===== src/rtl/mem_access_stage_pkg.sv =====
// Shared types for the MEM stage: control word, FSM states, funct3 size codes.
package mem_access_stage_pkg;

  typedef enum logic [1:0] {IDLE, REQ, WAIT} mem_state_t;

  localparam logic [2:0] F3_B  = 3'b000;
  localparam logic [2:0] F3_H  = 3'b001;
  localparam logic [2:0] F3_W  = 3'b010;
  localparam logic [2:0] F3_BU = 3'b100;
  localparam logic [2:0] F3_HU = 3'b101;

  typedef logic [3:0] byte_en_t;

  typedef struct packed {
    logic       mem_read;
    logic       mem_write;
    logic       reg_write;
    logic [2:0] funct3;
  } control_type;

  // A faulted instruction still retires but must not write the register file.
  function automatic control_type squash_write(input control_type c);
    control_type r;
    r = c;
    r.reg_write = 1'b0;
    return r;
  endfunction

endpackage


===== src/rtl/mem_access_stage_if.sv =====
// Data-memory bus between the MEM stage (master) and data memory (slave).
// req rises with we/addr/be/wdata stable and holds them until a cycle with gnt=1, which is the
// transfer cycle; for loads, rvalid pulses once with rdata no earlier than the cycle after gnt.
interface mem_access_stage_if #(
  parameter int ADDR_WIDTH = 32
) ();
  import mem_access_stage_pkg::*;

  logic                  req;
  logic                  we;
  logic [ADDR_WIDTH-3:0] addr;
  byte_en_t              be;
  logic [31:0]           wdata;
  logic                  gnt;
  logic                  rvalid;
  logic [31:0]           rdata;

  modport master (output req, we, addr, be, wdata, input gnt, rvalid, rdata);
  modport slave  (input req, we, addr, be, wdata, output gnt, rvalid, rdata);

endinterface


===== src/rtl/mem_access_stage_lsu_align.sv =====
// Combinational lane logic: store byte enables / replication, misalignment, load extraction.
module lsu_align
  import mem_access_stage_pkg::*;
(
  input  logic [2:0]  funct3,
  input  logic [1:0]  addr_lo,
  input  logic [31:0] store_data,
  input  logic [31:0] rdata,
  output byte_en_t    be,
  output logic [31:0] wdata,
  output logic        misaligned,
  output logic [31:0] load_data
);

  logic [31:0] lane;
  logic        is_unsigned;

  // Move the addressed byte/half down to bit 0 before extension.
  assign lane        = rdata >> {addr_lo, 3'b000};
  assign is_unsigned = funct3[2];

  always_comb begin
    be         = 4'b1111;
    wdata      = store_data;
    misaligned = 1'b0;
    load_data  = rdata;
    case (funct3)
      F3_B, F3_BU: begin
        be        = 4'b0001 << addr_lo;
        wdata     = {4{store_data[7:0]}};
        load_data = {{24{lane[7] & ~is_unsigned}}, lane[7:0]};
      end
      F3_H, F3_HU: begin
        be         = 4'b0011 << {addr_lo[1], 1'b0};
        wdata      = {2{store_data[15:0]}};
        misaligned = addr_lo[0];
        load_data  = {{16{lane[15] & ~is_unsigned}}, lane[15:0]};
      end
      // Word and every unrecognised funct3 behave as a full-word access.
      default: misaligned = (addr_lo != 2'b00);
    endcase
  end

endmodule


===== src/rtl/mem_access_stage.sv =====
// MEM pipeline stage: drives the data-memory bus, stalls upstream while busy,
// and registers the MEM/WB slot (including misaligned / bus-timeout faults).
module mem_access_stage
  import mem_access_stage_pkg::*;
#(
  parameter int TIMEOUT_CYCLES = 255,
  parameter int ADDR_WIDTH     = 32
) (
  input  logic               clk,
  input  logic               reset,
  input  logic               valid_in,
  input  control_type        control_in,
  input  logic [31:0]        alu_data,
  input  logic [31:0]        memory_data,
  output logic               stall,
  output logic [31:0]        mem_forward_data,
  mem_access_stage_if.master dmem,
  output logic               wb_valid,
  output control_type        control_out,
  output logic [31:0]        wb_alu_data,
  output logic [31:0]        wb_load_data,
  output logic               misaligned,
  output logic               bus_error,
  output mem_state_t         dbg_state
);

  localparam int CW = $clog2(TIMEOUT_CYCLES + 1);

  mem_state_t    state;
  logic [CW-1:0] tmo_cnt;
  logic [CW-1:0] tmo_next;
  logic          access;
  logic          expire;
  byte_en_t      al_be;
  logic [31:0]   al_wdata;
  logic [31:0]   al_load;
  logic          al_mis;

  lsu_align u_align (
    .funct3     (control_in.funct3),
    .addr_lo    (alu_data[1:0]),
    .store_data (memory_data),
    .rdata      (dmem.rdata),
    .be         (al_be),
    .wdata      (al_wdata),
    .misaligned (al_mis),
    .load_data  (al_load)
  );

  assign access           = valid_in & (control_in.mem_read | control_in.mem_write);
  assign mem_forward_data = alu_data;
  assign dbg_state        = state;

  // expire marks the last allowed REQ/WAIT cycle; a gnt/rvalid in that same cycle still wins.
  assign expire   = (state != IDLE) && (tmo_cnt == CW'(TIMEOUT_CYCLES - 1));
  assign tmo_next = (tmo_cnt == CW'(TIMEOUT_CYCLES)) ? tmo_cnt : tmo_cnt + 1'b1;

  always_comb begin
    stall = 1'b0;
    case (state)
      IDLE:    stall = access & ~al_mis;
      REQ:     stall = dmem.gnt ? ~dmem.we : ~expire;
      WAIT:    stall = dmem.rvalid ? 1'b0 : ~expire;
      default: stall = 1'b0;
    endcase
  end

  always_ff @(posedge clk or posedge reset) begin
    if (reset) begin
      state        <= IDLE;
      tmo_cnt      <= '0;
      dmem.req     <= 1'b0;
      dmem.we      <= 1'b0;
      dmem.addr    <= '0;
      dmem.be      <= '0;
      dmem.wdata   <= '0;
      wb_valid     <= 1'b0;
      control_out  <= '0;
      wb_alu_data  <= '0;
      wb_load_data <= '0;
      misaligned   <= 1'b0;
      bus_error    <= 1'b0;
    end else begin
      wb_valid   <= 1'b0;
      misaligned <= 1'b0;
      bus_error  <= 1'b0;
      case (state)
        IDLE: begin
          if (valid_in) begin
            if (access && !al_mis) begin
              state      <= REQ;
              tmo_cnt    <= '0;
              dmem.req   <= 1'b1;
              dmem.we    <= control_in.mem_write;
              dmem.addr  <= alu_data[ADDR_WIDTH-1:2];
              dmem.be    <= al_be;
              dmem.wdata <= control_in.mem_write ? al_wdata : '0;
            end else begin
              // Non-memory op, or a misaligned access retired without a bus cycle.
              wb_valid     <= 1'b1;
              misaligned   <= access;
              control_out  <= access ? squash_write(control_in) : control_in;
              wb_alu_data  <= alu_data;
              wb_load_data <= '0;
            end
          end
        end
        REQ: begin
          if (dmem.gnt) begin
            dmem.req <= 1'b0;
            if (dmem.we) begin
              state        <= IDLE;
              wb_valid     <= 1'b1;
              control_out  <= control_in;
              wb_alu_data  <= alu_data;
              wb_load_data <= '0;
            end else begin
              state   <= WAIT;
              tmo_cnt <= tmo_next;
            end
          end else if (expire) begin
            state        <= IDLE;
            dmem.req     <= 1'b0;
            wb_valid     <= 1'b1;
            bus_error    <= 1'b1;
            control_out  <= squash_write(control_in);
            wb_alu_data  <= alu_data;
            wb_load_data <= '0;
          end else begin
            tmo_cnt <= tmo_next;
          end
        end
        WAIT: begin
          if (dmem.rvalid) begin
            state        <= IDLE;
            wb_valid     <= 1'b1;
            control_out  <= control_in;
            wb_alu_data  <= alu_data;
            wb_load_data <= al_load;
          end else if (expire) begin
            state        <= IDLE;
            wb_valid     <= 1'b1;
            bus_error    <= 1'b1;
            control_out  <= squash_write(control_in);
            wb_alu_data  <= alu_data;
            wb_load_data <= '0;
          end else begin
            tmo_cnt <= tmo_next;
          end
        end
        default: state <= IDLE;
      endcase
    end
  end

endmodule


===== src/flat_wrapper.sv =====
// flat-port wrapper written by rule: the top's interface ports become plain ports
module mem_access_stage_flat import mem_access_stage_pkg::*;
#(
  parameter int TIMEOUT_CYCLES = 255,
  parameter int ADDR_WIDTH     = 32
)
  (clk, reset, valid_in, control_in, alu_data, memory_data, stall, mem_forward_data, wb_valid, control_out, wb_alu_data, wb_load_data, misaligned, bus_error, dbg_state, dmem_req, dmem_we, dmem_addr, dmem_be, dmem_wdata, dmem_gnt, dmem_rvalid, dmem_rdata);
  mem_access_stage_if #(.ADDR_WIDTH(ADDR_WIDTH)) dmem_i ();
  input  logic clk;
  input  logic reset;
  input  logic valid_in;
  input  control_type control_in;
  input  logic [31:0] alu_data;
  input  logic [31:0] memory_data;
  output logic stall;
  output logic [31:0] mem_forward_data;
  output logic wb_valid;
  output control_type control_out;
  output logic [31:0] wb_alu_data;
  output logic [31:0] wb_load_data;
  output logic misaligned;
  output logic bus_error;
  output mem_state_t dbg_state;
  output wire logic [$bits(dmem_i.req)-1:0] dmem_req;
  output wire logic [$bits(dmem_i.we)-1:0] dmem_we;
  output wire logic [$bits(dmem_i.addr)-1:0] dmem_addr;
  output wire logic [$bits(dmem_i.be)-1:0] dmem_be;
  output wire logic [$bits(dmem_i.wdata)-1:0] dmem_wdata;
  input wire logic [$bits(dmem_i.gnt)-1:0] dmem_gnt;
  input wire logic [$bits(dmem_i.rvalid)-1:0] dmem_rvalid;
  input wire logic [$bits(dmem_i.rdata)-1:0] dmem_rdata;
  assign dmem_req = dmem_i.req;
  assign dmem_we = dmem_i.we;
  assign dmem_addr = dmem_i.addr;
  assign dmem_be = dmem_i.be;
  assign dmem_wdata = dmem_i.wdata;
  assign dmem_i.gnt = dmem_gnt;
  assign dmem_i.rvalid = dmem_rvalid;
  assign dmem_i.rdata = dmem_rdata;
  mem_access_stage #(.TIMEOUT_CYCLES(TIMEOUT_CYCLES), .ADDR_WIDTH(ADDR_WIDTH)) u_core (.clk(clk), .reset(reset), .valid_in(valid_in), .control_in(control_in), .alu_data(alu_data), .memory_data(memory_data), .stall(stall), .mem_forward_data(mem_forward_data), .dmem(dmem_i), .wb_valid(wb_valid), .control_out(control_out), .wb_alu_data(wb_alu_data), .wb_load_data(wb_load_data), .misaligned(misaligned), .bus_error(bus_error), .dbg_state(dbg_state));
endmodule

===== config.mk =====
export PLATFORM = sky130hd
export DESIGN_NAME = mem_access_stage_flat
export DESIGN_NICKNAME = d
export VERILOG_FILES = /design/src/rtl/mem_access_stage_pkg.sv /design/src/rtl/mem_access_stage_if.sv /design/src/rtl/mem_access_stage_lsu_align.sv /design/src/rtl/mem_access_stage.sv /design/src/flat_wrapper.sv
export SDC_FILE = /design/constraint.sdc
export NUM_CORES = 1
export LEC_CHECK = 0
export BUFFER_PORTS_ARGS = -buffer_cell sky130_fd_sc_hd__buf_2
export CAP_MARGIN = 15
export CORE_ASPECT_RATIO = 0.9
export CORE_MARGIN = 2
export CORE_UTILIZATION = 25
export DETAILED_ROUTE_END_ITERATION = 6
export PLACE_DENSITY = 0.51
export SETUP_SLACK_MARGIN = 0.4
export SLEW_MARGIN = 20
export SYNTH_ARGS = -nofsm -noshare
export SYNTH_HDL_FRONTEND = slang
export SYNTH_SLANG_ARGS = --single-unit

===== constraint.sdc =====
create_clock -name clk -period 5.86 [get_ports clk]
set_input_delay 0.879 -clock clk [delete_from_list [all_inputs] [get_ports clk]]
set_output_delay 0.879 -clock clk [all_outputs]
set_load 0.005 [all_outputs]

**Yosys cells after proc, flatten, opt, wreduce, memory -nomap -nowiden**

Index checks and enable logic that the tools add are counted.

- Register bits after elaboration: 151
- Latch bits: 0
- Bits in writable memories: 0
- Memory bits (read-only): 0
- Input port bits: 107
- Output and inout port bits: 176
- Logic and storage cells: 122
- Memories kept: 0

- $add $sub $neg: 1
- $mul: 0
- Divide/modulo/power cells: 0
- Order comparisons: 0
- Equality and inequality tests: 14
- Shift operators: 3
- Multiplexer cells: 63
- Bitwise gates (word level): 9
- Reduce and logical (&&, ||, !) cells: 16

Operators by type and width:

| operator | number |
|---|---|
| $mux 32 | 13 |
| $pmux 32 s3 | 2 |
| $pmux 32 s2 | 2 |
| $mux 8 | 7 |
| $mux 6 | 6 |
| $shr 32x5->16 | 1 |
| $pmux 8 s3 | 1 |
| $pmux 6 s3 | 1 |
| $mux 1 | 17 |
| $eq 8x8->1 const B | 2 |
| $mux 2 | 6 |
| $add 8x1->8 const B | 1 |
| $pmux 4 s2 | 1 |
| $reduce_and 4->1 | 2 |
| $eq 3x3->1 const B | 2 |
| $ne 2x2->1 const B | 3 |
| $ne 3x2->1 const B | 2 |
| $pmux 1 s2 | 3 |
| $pmux 1 s3 | 2 |
| $pmux 2 s3 | 1 |
| $reduce_bool 2->1 | 3 |
| $reduce_and 5->1 | 1 |
| $and 1x1->1 | 4 |
| $mux 4 | 1 |
| other kinds (17) | 22 |

**Depth between registers and ports, before layout**

- Depth in word-level cells: 8
- Depth in mapped cells: 10
- Mapped depth without buffers: 7

**By module**

A second synthesis with hierarchy kept.

- Cell total of the unflattened synthesis: 721
- Area, all modules: 7508.5 um^2

Modules (own cells, without submodules):

| module | times used | cells each | area each (um^2) | seq. area each (um^2) |
|---|---|---|---|---|
| mem_access_stage | 1 | 520 | 6232.2 | 3778.6 |
| lsu_align | 1 | 201 | 1276.2 | 0.0 |

**Least setup slack after synthesis**

No wires, ideal clock.

- Kind: in2out
- Start point: input control_in[4] (netlist name)
- End point: output stall
- Data arrival time: 2024 ps
- Required time: 4981 ps
- Setup slack: 2957 ps
- Stages: 6
- Path buffers: 3
- Cells stage by stage: buf_6 o211ai_4 o21bai_2 buf_2 clkbuf_1 a31oi_1

- Word-level cells in the longest chain between the ends: 4

Ends and longest elaborated chain:

| element | RTL line | text |
|---|---|---|
| start: declaration | flat_wrapper.sv:12 | `input control_type control_in;` |
| $or 1x1->1 | mem_access_stage.sv:50 | `assign access = valid_in & (control_in.mem_read \| control_in.mem_write);` |
| $and 1x1->1 | mem_access_stage.sv:50 |  |
| $and 1x1->1 | mem_access_stage.sv:61 | `IDLE: stall = access & ~al_mis;` |
| $pmux 1 s3 | mem_access_stage.sv:60 | `case (state)` |
| end: declaration | flat_wrapper.sv:15 | `output logic stall;` |

Every way passes these cells.

**Worst setup path after layout**

- Start point: register u_core.state[1] (netlist: u_core.dbg_state[1])
- End point: output stall

- Word-level cells in the longest chain between the ends: 5
- Elaborated cells between the ends (all ways): 9
- Those cells by class: eq/ne: 2; mux: 3; bitwise: 1; reduce/logical: 3

Ends and longest elaborated chain:

| element | RTL line | text |
|---|---|---|
| start: declaration | mem_access_stage.sv:29 | `mem_state_t state;` |
| start signal: assignment | mem_access_stage.sv:70 | `state <= IDLE;` |
| start signal: assignment | mem_access_stage.sv:91 | `state <= REQ;` |
| start signal: assignment | mem_access_stage.sv:112 | `state <= IDLE;` |
| $reduce_bool 2->1 | mem_access_stage.sv:55 | `assign expire = (state != IDLE) && (tmo_cnt == CW'(TIMEOUT_CYCLES - 1));` |
| $logic_and 1x1->1 | mem_access_stage.sv:55 |  |
| $not 1->1 | mem_access_stage.sv:62, mem_access_stage.sv:63 |  |
| $mux 1, on equally long branches | mem_access_stage.sv:63, mem_access_stage.sv:62 |  |
| $pmux 1 s3 * | mem_access_stage.sv:60 |  |

Mark *: on every way between the ends. The rest lies on a longest branch, timed or not.

==> results.cfg <==
[sta]
fmaxAchievable_mhz = 269.8
final_worst_hold_slack_ns = 0.4674
totalNegativeSetupSlack_ns = 0
final-max-slew-violation-count = 0
tightest_slew_ns = 1.003
timing.final.crit_share_pct = 63.25
grt_setup_unrepaired = no
finalClockSkew_ns = 0.01184
period_needed_ns = 3.707
hold_violations = 0
post-route-worst-setup-slack_ns = 2.153
worst_slew_margin_pct = 32.86
setup_violations = 0

[clock_tree]
clock_sinks = 151
clock_path_buffers = 2
clock_tree_from_tritoncts = built
htree_levels = 4
clk_transition_reported_paths_ns = 0.07
cts_hold_buf = 0
root_buffer = sky130_fd_sc_hd__clkbuf_16
postCtsSetupBuffers = 0
insertion_delay_ns = 0.43
post_cts.resized_instances = 0
cts_made_buffers = 17

[floorplanning]
total_die_area_um2 = 31780
boundaryPins = 283
design.core.area_um2 = 29880
die_width_um = 187.7
start_util_pct = 25.41
fp-row-count = 60
die_extent_in_y_um = 169.3

[cells_and_area]
ratio_of_cells_with_drive_above_1_in_the_final_layout_pct = 36.25
final_net_count = 1104
filler_cell_count = 3215
area_growth_syn_to_layout_pct = 27.31

[setup_path]
end_kind = output port
critical_path_class = flip-flop to output port
timing.critical_path.from_type = flip-flop
critical_path_required_ns = 4.98
critical_path_arrival_ns = 2.83
cp_max_fo = 9

[routing]
routed_wl_um = 25510
met2_length_um = 11480
detail_route.wirelength.met1_um = 11480
drt_iter0_drc = 428
avgRoutedWirePerCell_um = 18.11
detail_route.drc_violations = 0
route.top_layer_used = met5
routed-via-count = 6611
first_pass_iters = 5
detail_routed_via_count_per_cell = 4.692
detail-route-antenna-nets = 0
sum_of_met3_wire_segment_lengths_after_detailed_routing_um = 2112

[synth]
yosysTopAreaCellShare_pct = 49.77
synth.most_common_cell = sky130_fd_sc_hd__nand2_1
synth_top_cell_by_area = sky130_fd_sc_hd__dfrtp_1
leading_register_cell_type_out_of_synthesis = sky130_fd_sc_hd__dfrtp_1
synth_sequential_area_ratio_pct = 49.77
syn-instance-count = 767
synth_seq_cells = 151
ys_top_cells_by_area = sky130_fd_sc_hd__dfrtp_1, sky130_fd_sc_hd__nand2_1, sky130_fd_sc_hd__a22o_1, sky130_fd_sc_hd__buf_4, sky130_fd_sc_hd__o21ai_0
yosysWarnings = 0
syn-num-nets = 880
async_flop_share_pct = 100.0
unique_cell_type_count_in_the_yosys_netlist = 60
synthesis.area_per_instance_um2 = 9.899
synth_edf_count = 0
synth.cells.most_frequent = sky130_fd_sc_hd__nand2_1, sky130_fd_sc_hd__dfrtp_1, sky130_fd_sc_hd__o21ai_0
syn-cell-area_um2 = 7592

[run]
drv.max_cap_violation_count = 0

[pwr]
power.density_cell_area_nw_per_um2 = 461.6
fin_total_pwr_mw = 4.462
static-leakage-power_nw = 4.965
ir_drop_mv = 0.2294

[placement]
weighted_congestion_at_the_end_of_routability_driven_global_placement = 0.8617
io_buffer_count = 282
dpl_wire_length_um = 18490
preCtsSetupSlack_ns = 2.437

[status]
status = finished, final reports clean

[global_routing]
track_usage_pct = 16.16
global_route.overflow_total = 0
first_global_vias = 6629
antenna_found_initial = 5
global_route_wire_length_before_repair_um = 39610
grt_start_max_net_pins = 104

[hold_path]
hold_path_class = flip-flop to flip-flop
==> worst max-delay path, stage by stage (launching register included) <==
cell and delay [ns]:
sky130_fd_sc_hd__dfrtp_1 0.42, sky130_fd_sc_hd__inv_1 0.12, sky130_fd_sc_hd__ha_1 0.36, sky130_fd_sc_hd__nor2b_1 0.36, sky130_fd_sc_hd__a21o_1 0.14, sky130_fd_sc_hd__o21ai_1 0.20
sky130_fd_sc_hd__a31oi_1 0.57, sky130_fd_sc_hd__buf_2 0.22
==> per-stage QoR <==
step / cells / utilization [%] / cell area, um2
final: 1409 / 32.35 / 9666
after global placement: 1375 / 30.28 / 9046
after CTS: 1407 / 32.33 / 9661
after floorplan: 767 / - / 7592
after detailed placement: 1375 / 30.28 / 9046
after global routing: 1408 / 32.34 / 9663
==> path summary, 6_finish.rpt <==
check / slack (ns) / cells past startpoint / to / start
max in group asynchronous: 3.92 / 3 / u_core.wb_alu_data[8] / reset
worst min register to register: 0.47 / 2 / u_core.dmem.addr[12] / u_core.dmem.addr[12]
worst max-delay path: 2.15 / 7 / stall / u_core.dbg_state[1]
min in group asynchronous: 0.65 / 2 / u_core.wb_alu_data[23] / reset
worst max register to register: 2.69 / 8 / u_core.wb_load_data[11] / u_core.dbg_state[1]
worst min-delay path: 0.47 / 2 / u_core.dmem.addr[12] / u_core.dmem.addr[12]
==> cells by family after synthesis <==
| family | after synthesis | synth area share [%] |
|---|---|---|
| flip-flops | 151 | 49.77 |
| adder cells (fa/ha/maj) | 6 | 0.9888 |
| buffers and inverters | 96 | 7.498 |
| AO/OA/AOI/OAI | 212 | 21.42 |
| multiplexers | 41 | 5.784 |
| AND/OR/NAND/NOR | 261 | 14.54 |
==> registers in the layout, indices dropped and copies added (netlist names), 2 cells and up <==
signal               count
u_core.dbg_state         2
u_core.dmem.be           4
u_core.dmem.wdata       32
u_core.tmo_cnt           8
u_core.dmem.addr        30
u_core.control_out       6
u_core.wb_alu_data      32
u_core.wb_load_data     32
==> layer usage <==
metal / GRT usage (%) / up-vias
li1: - / 3137
met2: 24.91 / 251
met5: 0 / -
met1: 21.02 / 3189
met4: 4.553 / 6
met3: 6.348 / 28
==> cell type report <==
| cell class | count | area [um2] | share of cell area [%] |
|---|---|---|---|
| repair buffers | 288 | 1456 | 15.07 |
| inverters | 13 | 53.80 | 0.5566 |
| multi-input cells | 520 | 3253 | 33.66 |
| flip-flops and latches | 151 | 3779 | 39.09 |
| well taps | 403 | 504.2 | 5.217 |
| clock buffers | 17 | 425.4 | 4.401 |
| clock inverters | 15 | 188.9 | 1.955 |
| diodes | 2 | 5.005 | 0.05178 |
==> report_power, final <==
| group | switching [mW] | leakage, nW | total [mW] | internal, mW |
|---|---|---|---|---|
| Clock | 0.515 | 0.295 | 1.16 | 0.649 |
| Sequential | 0.222 | 1.97 | 1.64 | 1.42 |
| Combinational | 0.965 | 2.70 | 1.66 | 0.690 |
| Total | 1.70 | 4.97 | 4.46 | 2.76 |
==> cells in the final DEF (no fill, tap or decap), types with 4 or more instances in the layout <==
| master | Yosys | layout |
|---|---|---|
| sky130_fd_sc_hd__nor3_1 | 4 | 4 |
| sky130_fd_sc_hd__a2bb2oi_1 | 5 | 5 |
| sky130_fd_sc_hd__mux2_2 | 19 | 19 |
| sky130_fd_sc_hd__nand2b_1 | 10 | 10 |
| sky130_fd_sc_hd__a21oi_1 | 40 | 40 |
| sky130_fd_sc_hd__o2bb2ai_1 | 16 | 16 |
| sky130_fd_sc_hd__buf_4 | 33 | 6 |
| sky130_fd_sc_hd__buf_2 | 20 | 282 |
| sky130_fd_sc_hd__clkbuf_16 | 0 | 17 |
| sky130_fd_sc_hd__dfrtp_1 | 151 | 151 |
| sky130_fd_sc_hd__o22ai_1 | 12 | 12 |
| sky130_fd_sc_hd__inv_6 | 0 | 4 |
| sky130_fd_sc_hd__nor2_1 | 25 | 25 |
| sky130_fd_sc_hd__o2bb2ai_2 | 9 | 9 |
| sky130_fd_sc_hd__a21o_1 | 6 | 6 |
| sky130_fd_sc_hd__nand3_1 | 23 | 23 |
| sky130_fd_sc_hd__inv_1 | 13 | 12 |
| sky130_fd_sc_hd__inv_8 | 0 | 4 |
| sky130_fd_sc_hd__o21ai_0 | 43 | 43 |
| sky130_fd_sc_hd__ha_1 | 6 | 6 |
| sky130_fd_sc_hd__nand2_1 | 178 | 178 |
| sky130_fd_sc_hd__mux2i_1 | 21 | 21 |
| sky130_fd_sc_hd__a22o_1 | 41 | 41 |
(Power assumes the default switching activity.)
